File: src/rtl/pipe_stall_ctrl.sv
// pipe_stall_ctrl: Mealy stall/flush sequencer (RUN/DWAIT/HALTED), controls valid in the same cycle as their cause.
// Data-memory busy holds PC..EX/MEM and bubbles MEM/WB until dmem_Done; stall counter present with PIPE_STALL_CNT_EN.
module pipe_stall_ctrl #(
    parameter int STALL_CNT_W = 16
) (
    input  logic       clk,
    input  logic       rst,
    input  logic [2:0] dec_ReadReg1,
    input  logic [2:0] dec_ReadReg2,
    input  logic       dec_Uses1,
    input  logic       dec_Uses2,
    input  logic       dec_Halt,
    input  logic [2:0] exe_WriteReg,
    input  logic       exe_RegWrite,
    input  logic       exe_DMemRead,
    input  logic       exe_BrTaken,
    input  logic       mem_DMemEn,
    input  logic       dmem_Stall,
    input  logic       dmem_Done,
    output logic       pc_Hold,
    output logic       ifid_Hold,
    output logic       idex_Hold,
    output logic       exmem_Hold,
    output logic       ifid_Flush,
    output logic       idex_Bubble,
    output logic       memwb_Bubble,
    output logic       halted
`ifdef PIPE_STALL_CNT_EN
    ,
    output logic [STALL_CNT_W-1:0] stall_cnt
`endif
);

    typedef enum logic [1:0] {
        S_RUN    = 2'd0,
        S_DWAIT  = 2'd1,
        S_HALTED = 2'd2
    } state_t;

    state_t r_state;
    state_t w_next;
    logic   w_dstall;
    logic   w_loaduse;

    // Done in the same cycle as Stall means the access has completed: no stall.
    assign w_dstall  = mem_DMemEn & dmem_Stall & ~dmem_Done;
    assign w_loaduse = exe_DMemRead & exe_RegWrite &
                       ((dec_Uses1 & (dec_ReadReg1 == exe_WriteReg)) |
                        (dec_Uses2 & (dec_ReadReg2 == exe_WriteReg)));

    always_ff @(posedge clk) begin
        if (rst) begin
            r_state <= S_RUN;
        end else begin
            r_state <= w_next;
        end
    end

    always_comb begin
        w_next = r_state;
        case (r_state)
            S_RUN: begin
                if (w_dstall) begin
                    w_next = S_DWAIT;
                end else if (exe_BrTaken || w_loaduse) begin
                    w_next = S_RUN;
                end else if (dec_Halt) begin
                    w_next = S_HALTED;
                end
            end
            S_DWAIT: begin
                if (dmem_Done) begin
                    w_next = S_RUN;
                end
            end
            S_HALTED: w_next = S_HALTED;
            default:  w_next = S_RUN;
        endcase
    end

    always_comb begin
        pc_Hold      = 1'b0;
        ifid_Hold    = 1'b0;
        idex_Hold    = 1'b0;
        exmem_Hold   = 1'b0;
        ifid_Flush   = 1'b0;
        idex_Bubble  = 1'b0;
        memwb_Bubble = 1'b0;
        halted       = 1'b0;
        if (!rst) begin
            case (r_state)
                S_RUN: begin
                    if (w_dstall) begin
                        pc_Hold      = 1'b1;
                        ifid_Hold    = 1'b1;
                        idex_Hold    = 1'b1;
                        exmem_Hold   = 1'b1;
                        memwb_Bubble = 1'b1;
                    end else if (exe_BrTaken) begin
                        ifid_Flush  = 1'b1;
                        idex_Bubble = 1'b1;
                    end else if (w_loaduse) begin
                        pc_Hold     = 1'b1;
                        ifid_Hold   = 1'b1;
                        idex_Bubble = 1'b1;
                    end else if (dec_Halt) begin
                        pc_Hold   = 1'b1;
                        ifid_Hold = 1'b1;
                    end
                end
                S_DWAIT: begin
                    if (!dmem_Done) begin
                        pc_Hold      = 1'b1;
                        ifid_Hold    = 1'b1;
                        idex_Hold    = 1'b1;
                        exmem_Hold   = 1'b1;
                        memwb_Bubble = 1'b1;
                    end
                end
                S_HALTED: begin
                    pc_Hold     = 1'b1;
                    ifid_Hold   = 1'b1;
                    idex_Bubble = 1'b1;
                    halted      = 1'b1;
                    // An older load/store still in MEM must finish before draining continues.
                    if (w_dstall) begin
                        idex_Hold    = 1'b1;
                        exmem_Hold   = 1'b1;
                        memwb_Bubble = 1'b1;
                    end
                end
                default: ;
            endcase
        end
    end

`ifdef PIPE_STALL_CNT_EN
    logic [STALL_CNT_W-1:0] r_stall_cnt;

    always_ff @(posedge clk) begin
        if (rst) begin
            r_stall_cnt <= '0;
        end else if (pc_Hold && (r_state != S_HALTED) && (r_stall_cnt != {STALL_CNT_W{1'b1}})) begin
            r_stall_cnt <= r_stall_cnt + STALL_CNT_W'(1);
        end
    end

    assign stall_cnt = r_stall_cnt;
`endif

endmodule

File: config.mk
export PLATFORM = sky130hd
export DESIGN_NAME = pipe_stall_ctrl
export DESIGN_NICKNAME = d
export VERILOG_FILES = /design/src/rtl/pipe_stall_ctrl.sv
export SDC_FILE = /design/constraint.sdc
export NUM_CORES = 1
export LEC_CHECK = 0
export ABC_AREA = 0
export CAP_MARGIN = 30
export CORE_AREA = 3 3 40 42
export DETAILED_ROUTE_END_ITERATION = 10
export DIE_AREA = 0 0 43 45
export PLACE_DENSITY_LB_ADDON = 0.08
export SETUP_SLACK_MARGIN = 0.5
export SYNTH_ARGS = -nofsm -noshare
export SYNTH_HDL_FRONTEND = slang
export SYNTH_SLANG_ARGS = --single-unit
File: constraint.sdc
create_clock -name clk -period 2.5 [get_ports clk]
set_clock_uncertainty 0.15 [all_clocks]
set_input_delay 0.625 -clock clk [delete_from_list [all_inputs] [get_ports clk]]
set_output_delay 0.625 -clock clk [all_outputs]
set_load 0.01 [all_outputs]
==> qor.txt <==
Status -> complete, no violations
RSZ-0062 raised after global routing -> true
Final setup fails -> 0
Via density -> 4.53
Synthesized cell area -> 262 sq um
Die X -> 43 um
Worst setup path class -> in2out
PwrDens -> 298 nW/um^2
Clock network power share -> 28.6%
Max-slew headroom -> 78.7%
Die ar. -> 1940 sq um
Post-place setup slack -> -0.746 ns
Syn_nets -> 54
CP arrival -> 1.56 ns
Pin count of the biggest net entering global routing -> 6
Worst Setup End Kind -> output port
Inserted Clock Buffers -> 3
Non-Filler Instances -> 97
Most frequent cells in the layout -> buf_4, buf_6, buf_2, dlygate4sd2_1, xnor2_2
Max FFs per register -> 2
Ant. Diodes -> 0
Post-Syn Instances -> 34
# IOs -> 28
Most common cell after layout, fill and taps aside -> buf_4
Hpwl dp -> 855 um
Max FO, Critical Path -> 2
#FFs+latches synth -> 2
FP Rows -> 13
Initial antenna violation count -> 0
Final WL -> 1.10 mm
Vias in the first global route -> 453
Placed cell count -> 89
Share of layout cells above drive strength 1 -> 73.2%
Worst R2R Path Depth -> 7
Seq/Total Area, Yosys -> 15.3%
Fillcell total -> 116
GRT Total Usage -> 11.3%
IO buf count -> 27
Clock Tree Root -> clkbuf_4
# clock sinks -> 2
R2R setup slack -> 0.76 ns
Layout Nets -> 104
Total grt overflow -> 0
CTS tree -> built
Number of max-cap violations -> 0
Gate power share -> 56.5%
Clk slew on worst S/H paths -> 0.03 ns
First DRT Iteration DRCs -> 0
Die extent in y -> 45 um
First-pass GRT wire length -> 1.68 mm
Setup crit start kind -> input port
P&R area growth vs syn -> 210%
Crit path required time -> 1.73 ns
Reg power frac -> 15.0%
Fmax -> 429 MHz
Antenna-violating nets left -> 0
Drt pass-1 iters -> 1
Max-slew violations -> 0
Syn Area/Cell -> 7.69 sq um
Power Internal -> 172 uW
Hold-fix buffers, CTS -> 0
FF-to-FF Start -> r_state[0]
Hold crit path type -> reg2reg
Register name with the most flops -> r_state
Top Registers -> r_state (2)
Gpl congestion -> 0.653
Final period utilization -> 93.3%
CTS H-tree lvls -> 1
Hold path startpoint -> r_state[1]
Routed WL per cell -> 11.3 um
Switch share -> 28.8%
Reg2reg end -> r_state[1]
Floorplan core area -> 1280 sq um
Setup slack after layout -> 0.168 ns
Psw -> 69.5 uW
Hold depth -> 2
WHS Endpoint -> r_state[0]
Clock Latency Late Sink -> 0.22 ns
Via count -> 439
Peak supply drop -> 0.174 mV
Initial Utilization -> 20.4%
Pleak -> 0.397 nW
Final min period -> 2.33 ns
Fin. Hold Viols -> 0
Longest Clk Path Bufs -> 2
Drt drc -> 0
Yosys warning count -> 0
Slew @ Worst Pin -> 0.317 ns
Count of cell types in the netlist -> 18
worst max-delay path: stages:
cell and delay [ns]:
buf_6 0.10, xnor2_2 0.13, nand4_1 0.12, nand2_2 0.09, a31oi_1 0.08, o41ai_2 0.23, buf_2 0.19
per-layer routing:
layer  global-route usage [%]  up-vias  part of all wire [%]
li1                         -      223                     -
met1                     9.38      194                    35
met2                     25.1       22                    54
met3                     2.79        0                    11
met4                     3.61        0                     0
met5                        0        -                     0
synth_stat cells:
library cell / n / area share, %
a21oi_1: 1 / 1.9
a221oi_2: 1 / 5.7
a311o_1: 1 / 3.8
a31oi_1: 2 / 4.8
buf_4: 3 / 8.6
dfxtp_1: 2 / 15
inv_1: 1 / 1.4
mux2_2: 1 / 4.3
nand2_1: 2 / 2.9
nand2_2: 1 / 2.4
nand4_1: 2 / 4.8
nor2_1: 3 / 4.3
nor3_1: 1 / 1.9
nor3b_1: 2 / 5.7
nor4_1: 2 / 4.8
o21ai_0: 2 / 3.8
o41ai_1: 1 / 3.3
xnor2_1: 6 / 20
how the worst max path moves through the flow:
| stage | startpoint | to | slack, ns |
|---|---|---|---|
| final | dec_ReadReg2[0] | pc_Hold | 0.17 |
| after global routing | exe_WriteReg[2] | pc_Hold | 0.06 |
| after CTS | exe_WriteReg[0] | pc_Hold | 0.04 |
| after detailed placement | exe_WriteReg[1] | pc_Hold | -0.75 |
| after global placement | exe_WriteReg[1] | pc_Hold | -0.73 |
| after floorplan | dec_ReadReg1[1] | pc_Hold | 0.15 |
per-stage QoR:
step	setup TNS, ns	power (mW)	utilization [%]	hold slack (ns)	area [sq um]
2_1_floorplan	0	0.0842	-	0.336	325
3_3_place_gp	-4.58	0.164	55.1	0.405	708
3_5_place_dp	-4.66	0.164	55.1	0.408	708
4_1_cts	0	0.241	61.5	0.413	791
5_1_grt	0	0.258	63.0	0.438	810
6_report	0	0.241	63.0	0.403	810
power by group through the flow:
stage	Combinational, mW	Sequential (mW)	Clock (mW)
after CTS	0.134	0.0362	0.0706
after global routing	0.147	0.0363	0.0750
after detailed placement	0.128	0.0366	0
after floorplan	0.0461	0.0381	0
after global placement	0.128	0.0364	0
final	0.136	0.0360	0.0688
timing repair:
| action | 4_1_cts | 5_1_grt |
|---|---|---|
| gates cloned | 0 | 0 |
| gates resized for setup | 118 | 1 |
| buffers inserted | 3 | 2 |
| setup endpoints to repair | 9 | 8 |
| pin swaps | 16 | 4 |
| endpoints found under the hold margin | 0 | 0 |
layout make-up:
cell class              instances  area, sq um  area share [%]
clock buffers                   3         22.5            2.78
inverters                       1         3.75           0.464
multi-input cells              28          302            37.2
flip-flops and latches          2         40.0            4.95
well taps                      15         18.8            2.32
repair buffers                 48          423            52.2
cell families after synthesis:
group / Yosys count / share of synthesized area, %
flip-flops: 2 / 15.3
buffers and inverters: 4 / 10.0
XOR/XNOR: 6 / 20.1
AO/OA/AOI/OAI: 8 / 23.4
multiplexers: 1 / 4.31
AND/OR/NAND/NOR: 13 / 26.8
Power figures use the tool's default switching activity.
